### src/rtl/nibble_pkg.sv
// Shared types for the nibble CPU: ALU function codes, instruction opcodes,
// operand selects, sequencer states and the decoded control bundle.
package nibble_pkg;

  typedef enum logic [2:0] {
    ALU_OUT = 3'b000,
    ALU_CMP = 3'b001,
    ALU_LD  = 3'b010,
    ALU_ADD = 3'b011,
    ALU_NOR = 3'b100
  } alu_op_e;

  typedef enum logic [3:0] {
    OP_JC   = 4'h0, OP_JNC  = 4'h1, OP_CMPI = 4'h2, OP_CMPM = 4'h3,
    OP_LIT  = 4'h4, OP_IN   = 4'h5, OP_LD   = 4'h6, OP_ST   = 4'h7,
    OP_JZ   = 4'h8, OP_NORI = 4'h9, OP_JNZ  = 4'hA, OP_NORM = 4'hB,
    OP_OUT  = 4'hC, OP_ADDI = 4'hD, OP_ADDM = 4'hE, OP_JMP  = 4'hF
  } op_e;

  typedef enum logic [1:0] {
    BSEL_IMM  = 2'd0,
    BSEL_DMEM = 2'd1,
    BSEL_INP  = 2'd2
  } bsel_e;

  typedef enum logic [1:0] {
    ST_FETCH,
    ST_DECODE,
    ST_EXEC,
    ST_JUMP
  } state_e;

  typedef enum logic [2:0] {
    COND_C,
    COND_NC,
    COND_Z,
    COND_NZ,
    COND_ALWAYS
  } cond_e;

  typedef struct packed {
    alu_op_e alu;
    bsel_e   bsel;
    logic    acc_we;
    logic    dmem_we;
    logic    out_we;
    logic    flags_we;
    logic    is_jump;
    cond_e   cond;
  } ctrl_t;

  function automatic logic cond_met(cond_e c, logic cf, logic zf);
    logic r;
    r = 1'b1;
    case (c)
      COND_C:  r = cf;
      COND_NC: r = ~cf;
      COND_Z:  r = zf;
      COND_NZ: r = ~zf;
      default: r = 1'b1;
    endcase
    return r;
  endfunction

endpackage

### src/rtl/nibble_sequencer_if.sv
// ROM / ALU / datapath-control bundle between the sequencer and the rest of the CPU.
interface nibble_sequencer_if #(parameter int unsigned PC_W = 12);
  logic [PC_W-1:0] rom_addr;
  logic [7:0]      rom_data;
  logic [2:0]      alu_opcode;
  logic [1:0]      alu_b_sel;
  logic [3:0]      imm;
  logic            alu_carry;
  logic            alu_zero;
  logic            acc_we;
  logic            dmem_we;
  logic            out_we;
  logic            carry_flag;
  logic            zero_flag;
  logic            jump_taken;

  modport master (
    output rom_addr, alu_opcode, alu_b_sel, imm,
    output acc_we, dmem_we, out_we, carry_flag, zero_flag, jump_taken,
    input  rom_data, alu_carry, alu_zero
  );

  modport slave (
    input  rom_addr, alu_opcode, alu_b_sel, imm,
    input  acc_we, dmem_we, out_we, carry_flag, zero_flag, jump_taken,
    output rom_data, alu_carry, alu_zero
  );
endinterface

### src/rtl/nibble_decode.sv
// Combinational instruction decoder: ir[7:4] to ALU controls, strobes and jump condition.
module nibble_decode
  import nibble_pkg::*;
(
  input  logic [3:0] op,
  output ctrl_t      ctrl
);

  always_comb begin
    ctrl          = '0;
    ctrl.alu      = ALU_OUT;
    ctrl.bsel     = BSEL_IMM;
    ctrl.cond     = COND_ALWAYS;
    case (op_e'(op))
      OP_JC:   begin ctrl.is_jump = 1'b1; ctrl.cond = COND_C;  end
      OP_JNC:  begin ctrl.is_jump = 1'b1; ctrl.cond = COND_NC; end
      OP_JZ:   begin ctrl.is_jump = 1'b1; ctrl.cond = COND_Z;  end
      OP_JNZ:  begin ctrl.is_jump = 1'b1; ctrl.cond = COND_NZ; end
      OP_JMP:  begin ctrl.is_jump = 1'b1; ctrl.cond = COND_ALWAYS; end
      OP_CMPI: begin ctrl.alu = ALU_CMP; ctrl.flags_we = 1'b1; end
      OP_CMPM: begin ctrl.alu = ALU_CMP; ctrl.bsel = BSEL_DMEM; ctrl.flags_we = 1'b1; end
      OP_LIT:  begin ctrl.alu = ALU_LD;  ctrl.acc_we = 1'b1; end
      OP_IN:   begin ctrl.alu = ALU_LD;  ctrl.bsel = BSEL_INP;  ctrl.acc_we = 1'b1; end
      OP_LD:   begin ctrl.alu = ALU_LD;  ctrl.bsel = BSEL_DMEM; ctrl.acc_we = 1'b1; end
      OP_ST:   begin ctrl.alu = ALU_OUT; ctrl.dmem_we = 1'b1; end
      OP_OUT:  begin ctrl.alu = ALU_OUT; ctrl.out_we = 1'b1; end
      OP_NORI: begin ctrl.alu = ALU_NOR; ctrl.acc_we = 1'b1; ctrl.flags_we = 1'b1; end
      OP_NORM: begin ctrl.alu = ALU_NOR; ctrl.bsel = BSEL_DMEM; ctrl.acc_we = 1'b1; ctrl.flags_we = 1'b1; end
      OP_ADDI: begin ctrl.alu = ALU_ADD; ctrl.acc_we = 1'b1; ctrl.flags_we = 1'b1; end
      OP_ADDM: begin ctrl.alu = ALU_ADD; ctrl.bsel = BSEL_DMEM; ctrl.acc_we = 1'b1; ctrl.flags_we = 1'b1; end
      default: ;
    endcase
  end

endmodule

### src/rtl/nibble_sequencer.sv
// Fetch/decode/execute controller: 3 cycles per instruction, 4 for two-byte jumps.
module nibble_sequencer
  import nibble_pkg::*;
#(
  parameter int unsigned PC_W    = 12,
  parameter int unsigned ROM_LAT = 1
) (
  input  logic               clk,
  input  logic               reset,
  input  logic               en,
  nibble_sequencer_if.master bus
);

  if (ROM_LAT != 1) begin : g_bad_rom_lat
    $error("nibble_sequencer: only ROM_LAT = 1 is supported");
  end

  state_e          state, state_nx;
  logic [PC_W-1:0] pc, pc_nx;
  logic [7:0]      ir, ir_nx;
  logic            carry, carry_nx;
  logic            zero, zero_nx;
  logic            live;
  logic [11:0]     target;
  ctrl_t           ctrl;

  nibble_decode u_decode (
    .op   (ir[7:4]),
    .ctrl (ctrl)
  );

  always_ff @(posedge clk) begin
    if (reset) begin
      state <= ST_FETCH;
      pc    <= '0;
      ir    <= '0;
      carry <= 1'b0;
      zero  <= 1'b0;
    end else if (en) begin
      state <= state_nx;
      pc    <= pc_nx;
      ir    <= ir_nx;
      carry <= carry_nx;
      zero  <= zero_nx;
    end
  end

  // Strobes are gated by reset too, so an aborted jump never pulses jump_taken.
  assign live   = en & ~reset;
  assign target = {ir[3:0], bus.rom_data};

  always_comb begin
    state_nx       = state;
    pc_nx          = pc;
    ir_nx          = ir;
    carry_nx       = carry;
    zero_nx        = zero;
    bus.alu_opcode = ALU_OUT;
    bus.alu_b_sel  = BSEL_IMM;
    bus.acc_we     = 1'b0;
    bus.dmem_we    = 1'b0;
    bus.out_we     = 1'b0;
    bus.jump_taken = 1'b0;
    case (state)
      ST_FETCH:  state_nx = ST_DECODE;
      ST_DECODE: begin
        ir_nx    = bus.rom_data;
        pc_nx    = pc + PC_W'(1);
        state_nx = ST_EXEC;
      end
      ST_EXEC: begin
        bus.alu_opcode = ctrl.alu;
        bus.alu_b_sel  = ctrl.bsel;
        bus.acc_we     = ctrl.acc_we & live;
        bus.dmem_we    = ctrl.dmem_we & live;
        bus.out_we     = ctrl.out_we & live;
        if (ctrl.flags_we) begin
          carry_nx = bus.alu_carry;
          zero_nx  = bus.alu_zero;
        end
        state_nx = ctrl.is_jump ? ST_JUMP : ST_FETCH;
      end
      ST_JUMP: begin
        if (cond_met(ctrl.cond, carry, zero)) begin
          pc_nx          = PC_W'(target);
          bus.jump_taken = live;
        end else begin
          pc_nx = pc + PC_W'(1);
        end
        state_nx = ST_FETCH;
      end
      default: state_nx = ST_FETCH;
    endcase
  end

  assign bus.rom_addr   = pc;
  assign bus.imm        = ir[3:0];
  assign bus.carry_flag = carry;
  assign bus.zero_flag  = zero;

endmodule

### src/flat_wrapper.sv
// flat-port wrapper written by rule: the top's interface ports become plain ports
module nibble_sequencer_flat import nibble_pkg::*;
#(
  parameter int unsigned PC_W    = 12,
  parameter int unsigned ROM_LAT = 1
)
  (clk, reset, en, bus_rom_addr, bus_alu_opcode, bus_alu_b_sel, bus_imm, bus_acc_we, bus_dmem_we, bus_out_we, bus_carry_flag, bus_zero_flag, bus_jump_taken, bus_rom_data, bus_alu_carry, bus_alu_zero);
  nibble_sequencer_if #(.PC_W(PC_W)) bus_i ();
  input  logic clk;
  input  logic reset;
  input  logic en;
  output wire logic [$bits(bus_i.rom_addr)-1:0] bus_rom_addr;
  output wire logic [$bits(bus_i.alu_opcode)-1:0] bus_alu_opcode;
  output wire logic [$bits(bus_i.alu_b_sel)-1:0] bus_alu_b_sel;
  output wire logic [$bits(bus_i.imm)-1:0] bus_imm;
  output wire logic [$bits(bus_i.acc_we)-1:0] bus_acc_we;
  output wire logic [$bits(bus_i.dmem_we)-1:0] bus_dmem_we;
  output wire logic [$bits(bus_i.out_we)-1:0] bus_out_we;
  output wire logic [$bits(bus_i.carry_flag)-1:0] bus_carry_flag;
  output wire logic [$bits(bus_i.zero_flag)-1:0] bus_zero_flag;
  output wire logic [$bits(bus_i.jump_taken)-1:0] bus_jump_taken;
  input wire logic [$bits(bus_i.rom_data)-1:0] bus_rom_data;
  input wire logic [$bits(bus_i.alu_carry)-1:0] bus_alu_carry;
  input wire logic [$bits(bus_i.alu_zero)-1:0] bus_alu_zero;
  assign bus_rom_addr = bus_i.rom_addr;
  assign bus_alu_opcode = bus_i.alu_opcode;
  assign bus_alu_b_sel = bus_i.alu_b_sel;
  assign bus_imm = bus_i.imm;
  assign bus_acc_we = bus_i.acc_we;
  assign bus_dmem_we = bus_i.dmem_we;
  assign bus_out_we = bus_i.out_we;
  assign bus_carry_flag = bus_i.carry_flag;
  assign bus_zero_flag = bus_i.zero_flag;
  assign bus_jump_taken = bus_i.jump_taken;
  assign bus_i.rom_data = bus_rom_data;
  assign bus_i.alu_carry = bus_alu_carry;
  assign bus_i.alu_zero = bus_alu_zero;
  nibble_sequencer #(.PC_W(PC_W), .ROM_LAT(ROM_LAT)) u_core (.clk(clk), .reset(reset), .en(en), .bus(bus_i));
endmodule
### config.mk
export PLATFORM = sky130hd
export DESIGN_NAME = nibble_sequencer_flat
export DESIGN_NICKNAME = d
export VERILOG_FILES = /design/src/rtl/nibble_pkg.sv /design/src/rtl/nibble_sequencer_if.sv /design/src/rtl/nibble_decode.sv /design/src/rtl/nibble_sequencer.sv /design/src/flat_wrapper.sv
export SDC_FILE = /design/constraint.sdc
export NUM_CORES = 1
export LEC_CHECK = 0
export BUFFER_PORTS_ARGS = -buffer_cell sky130_fd_sc_hd__buf_2
export CORE_MARGIN = 1
export CORE_UTILIZATION = 40
export DETAILED_ROUTE_END_ITERATION = 8
export PLACE_DENSITY = 0.71
export SKIP_LAST_GASP = 1
export SLEW_MARGIN = 20
export SYNTH_ARGS = -nofsm -noshare
export SYNTH_HDL_FRONTEND = slang
export SYNTH_HIERARCHICAL = 1
export SYNTH_SLANG_ARGS = --single-unit
### constraint.sdc
create_clock -name clk -period 3.16 [get_ports clk]
set_clock_uncertainty 0.2 [all_clocks]
set_input_delay 0.474 -clock clk [delete_from_list [all_inputs] [get_ports clk]]
set_output_delay 0.474 -clock clk [all_outputs]
set_load 0.02 [all_outputs]
# Word level (Yosys, flattened, before mapping)
# Cells that the tools add are included.
op_classes:
  n_addsub: 1
  n_mul: 0
  div_mod_pow: 0
  order_cmp: 0
  eq_ne: 21
  shifts: 0
  muxes: 20
  bitwise_logic: 7
  n_reduce_logical: 14
op_table:
  columns: ["operator", "n"]
  rows:
  - ["$eq 4x4->1 const B", 8]
  - ["$pmux 12 s2", 1]
  - ["$pmux 4 s5", 1]
  - ["$eq 4x3->1 const B", 4]
  - ["$add 12x1->12 const B", 1]
  - ["$mux 12", 1]
  - ["$pmux 3 s4", 1]
  - ["$mux 1", 10]
  - ["$eq 4x2->1 const B", 2]
  - ["$pmux 2 s4", 1]
  - ["$reduce_or 7->1", 1]
  - ["$eq 3x2->1 const B", 2]
  - ["$reduce_or 2->1", 3]
  - ["$reduce_or 6->1", 1]
  - ["$and 1x1->1", 4]
  - ["$eq 2x2->1 const B", 2]
  - ["$eq 4x1->1 const B", 1]
  - ["$logic_not 4->1", 1]
  - ["$mux 2", 2]
  - ["$pmux 1 s4", 1]
  - ["$pmux 2 s2", 1]
  - ["$reduce_and 2->1", 2]
  - ["$reduce_or 4->1", 1]
  - ["$eq 3x1->1 const B", 1]
  - ["other kinds (8)", 10]
word_totals:
  register_bits: 24
  latchBits: 0
  mem_bits_rw: 0
  mem_bits_ro: 0
  in_bits: 13
  out_inout_bits: 27
  word_cells: 68
  mem_count: 0

# Logic depth before layout (Yosys ltp)
logic_depth:
  ltp_word: 7
  mapped_depth: 10
  mapped_depth_nobuf: 8

# By module
# The synthesis kept the hierarchy.
by_module_without_submodules:
  columns: ["module", "n_inst", "cells_per_inst", "area_per_inst_um2"]
  rows:
  - ["nibble_sequencer", 1, 167, 1338.8]
  - ["nibble_decode", 1, 34, 254.0]

# Worst setup path before layout
# Ideal clock, no wire load.
synth_timing:
  path_kind: "register to output"
  from: "register u_core.ir[6]"
  to: "output port bus_jump_taken"
  arrival_ns: 1.867
  required_time_ns: 2.486
  setup_slack_ns: 0.619
  path_stages_with_launch: 7
  path_buffers: 1
  path_cell_list: "dfxtp_1 clkbuf_4 nor3b_1 mux2i_1 mux2i_1 nand3_1 nor3_2"
synth_lines:
  columns: ["element", "line_no", "source"]
  rows:
  - ["start: declaration", "nibble_sequencer.sv:20", "logic [7:0] ir, ir_nx;"]
  - ["start signal: assignment", "nibble_sequencer.sv:42", "ir <= ir_nx;"]
  - ["end: declaration", "flat_wrapper.sv:21", "output wire logic [$bits(bus_i.jump_taken)-1:0] bus_jump_taken;"]

==> flow_summary_export.csv <==
group,metric,value,unit
routing,postRouteWirelength,3.73,mm
worst_hold_path,min_delay_path_depth,3,
clock_tree,post_cts_hold_buffer_count,0,
yosys,ys_seq_area_share,30.2,%
global_routing,grt_usage,17.8,%
placement,dp.cells,275,
clock_tree,tritoncts_clock_tree,"built",
yosys,netlist_instances,201,
floorplan,site_row_count,22,
setup_path,r2r_start,"u_core/ir[7]",
setup_path,timing.critical_path.required,2.49,ns
yosys,synth_area_per_cell,7.92,um2
clock_tree,clk-insertion-delay-late,0.26,ns
placement,gp_congestion,0.829,
outcome,run_status,"finished, final reports clean",
clock_tree,tritoncts.num_buffers,3,
routing,antenna_left,0,
placement,portBuffers,39,
cells_and_area,final.fill_count,384,
sta,post-route-period-util,93.1,%
global_routing,global_route_wire_length_before_repair,5.95,mm
setup_path,arrival,2.27,ns
sta,period_minus_ws_final,2.94,ns
global_routing,grt_start_max_net_pins,27,
routing,vias_per_cell,5.38,
cells_and_area,final-instance-count-excl-fill,278,
placement,place.detailed.hpwl,2.71,mm
cells_and_area,final_cell_mix,"39 x buf_2, 31 x nand2_1, 24 x dfxtp_1",
global_routing,grt_remaining_overflow,0,
setup_path,critical_path.startpoint_type,"register",
cells_and_area,antenna-diode-count,0,
clock_tree,h_tree_lvls,1,
clock_tree,postCtsSetupBuffers,0,
sta,rsz0062_at_grt,"no",
floorplan,total_die_area,4240,um2
setup_path,worstPathMaxFanout,10,
sta,timing_worst_slew_pin_value,0.674,ns
cells_and_area,mostFrequentLayoutCell,"buf_2",
clock_tree,ctsRootBufferMaster,"clkbuf_8",
setup_path,max_stage_delay,0.33,ns
cells_and_area,post_route_cells_drive_above_1_share,27.0,%
sta,totalNegativeSetupSlack,0,ns
routing,route.vias.total,1497,
yosys,yosys.cell_types.count,47,
sta,relSlewSlack,54.9,%
routing,first_iter_violations,75,
routing,wl_per_cell,13.4,um
floorplan,io_pins,40,
setup_path,worstRegToRegCells,9,
pwr,power_density,327,nW/um2
cells_and_area,final_net_count,246,
yosys,synthTopCellsByArea,"dfxtp_1 30%, nand2_1 7.3%, mux2i_1 6.3%",
floorplan,vertical_die_dimension,65.1,um
clock_tree,cts.repair.resized,0,
yosys,yosys_warnings,6,
sta,max_freq,340,MHz
yosys,syn-num-nets,215,
setup_path,timing.setup.critical_path_class,"reg -> out",
yosys,synth_area_leader_cell,"dfxtp_1",
setup_path,setup.reg_to_reg.worst_slack,0.82,ns
yosys,mappedNetlistArea,1590,um2
sta,hold_violations,0,
clock_tree,cts.sinks,24,
pwr,vdd.ir_drop.worst,0.000284,V
floorplan,initial_core_util,42.5,%
setup_path,crit-reg2reg-capture,"u_core/bus.rom_addr[7]",
sta,setup_viol,0,
global_routing,initial_antenna_violation_count,0,
yosys,netlist.area_leader.share,30.2,%
floorplan,die_span_in_x,65.1,um
floorplan,coreArea,3740,um2
setup_path,list_of_cells_traversed_by_the_critical_path,"buf_4 -> and2b_4 -> a21oi_1 -> nor2_1 -> nor2b_1 -> mux2i_1 -> nand3_2 -> nor3_2 -> buf_2",
worst_hold_path,min_path_type,"in -> reg",
cells_and_area,area_delta_synth_final,12.8,%
flow_run,maxCapViolCount,0,
pwr,leakage,0.000821,uW
setup_path,cp-end-kind,"output pin",
yosys,postSynthRegisterBits,24,
worst_hold_path,worst_hold_path.endpoint,"u_core/bus.carry_flag",
routing,drt-pass1-iter-count,4,
global_routing,grt_pass1_vias,1226,
clock_tree,clk_transition_reported_paths,0.08,ns
worst_hold_path,hold_path.startpoint,"bus_alu_carry",
routing,remaining_drc_errors,0,
sta,maxSlewViolCount,0,
clock_tree,cts_buffer_depth,2,
setup_path,worst_path_max_delay_cell,"mux2i_1",
worst max-delay path: cells and delay by family (launching register included):
kind,cells,cell delay (ns)
and+or+nand+nor,5,0.83
buffers and inverters,2,0.38
muxes,1,0.33
DFF,1,0.32
AOI/OAI and AO/OA,1,0.15
synthesized netlist by cell type (all sizes together):
cell and n:
mux2i 10, xnor2 3, clkbuf 6, a311oi 1
and2b 1, dfxtp 24, nand3 12, nor4b 2
a221o 2, nand4 6, a31oi 2, a22oi 1
or3 1, o21ai 7, a32oi 1, nor3 7
buf 10, and3 6, nor3b 5, a211oi 1
or4 1, and2 6, nor2 19, nor4 1
and3b 2, o21bai 1, and4 1, a21oi 13
nor2b 2, nand2 33, ha 1, a211o 1
a21bo 1, o211ai 4, inv 4, nand2b 3
power breakdown:
part	leakage (uW)	internal (uW)	switching, uW
combinational	0.000605	31.8	55.6
clock	0.0000216	85.1	89.8
sequential	0.000194	312	14.2
routing by layer:
metal  vias to the layer above  share of wire [%]  GRT usage (%)
met2                        38                 45           26.4
li1                        765                  -              -
met4                         0               0.88           4.08
met1                       692                 50           26.5
met3                         2                4.5           3.13
met5                         -                  0              0
worst max path at each step:
| stage | slack (ns) | endpoint | depth (start not counted) | from |
|---|---|---|---|---|
| 2_1_floorplan | 0.62 | bus_jump_taken | 6 | u_core/ir[6] |
| 3_3_place_gp | 0.55 | bus_jump_taken | 9 | u_core/ir[7] |
| 3_5_place_dp | 0.50 | bus_jump_taken | 9 | u_core/ir[7] |
| 4_1_cts | 0.19 | bus_jump_taken | 9 | u_core/ir[7] |
| 5_1_grt | 0.05 | bus_jump_taken | 9 | u_core/ir[7] |
| 6_report | 0.22 | bus_jump_taken | 9 | u_core/ir[7] |
logic make-up after synthesis:
family	Yosys count	synth area share, %
DFF	24	30.2
xor gates and xnor gates	3	1.65
AOI/OAI and AO/OA	35	15.6
muxes	10	6.28
and+or+nand+nor	108	37.1
buffers and inverters	20	8.48
adders and majority gates	1	0.785
registers in the layout, summed over array words and instances, names as in the netlist:
name / count
u_core/bus.carry_flag: 1
u_core/ir: 8
u_core/state: 2
u_core/bus.rom_addr: 12
u_core/bus.zero_flag: 1
area by class of cell:
cell class | instances | area, um2 | area share, %
inverters | 4 | 15.0 | 0.836
flip-flops and latches | 24 | 480 | 26.7
well taps | 48 | 60.1 | 3.34
repair buffers | 42 | 218 | 12.1
multi-input cells | 157 | 982 | 54.7
clock buffers | 3 | 41.3 | 2.30
per-stage QoR:
step | total power (uW) | setup slack, ns | util [%] | area, um2 | hold WS (ns)
6_report | 588 | 0.219 | 48.0 | 1800 | 0.244
5_1_grt | 622 | 0.0472 | 48.0 | 1800 | 0.248
4_1_cts | 594 | 0.191 | 47.9 | 1790 | 0.240
3_3_place_gp | 417 | 0.546 | 46.8 | 1750 | 0.259
2_1_floorplan | 397 | 0.619 | - | 1590 | 0.249
3_5_place_dp | 419 | 0.497 | 46.8 | 1750 | 0.260
Power figures use the tool's default switching activity.
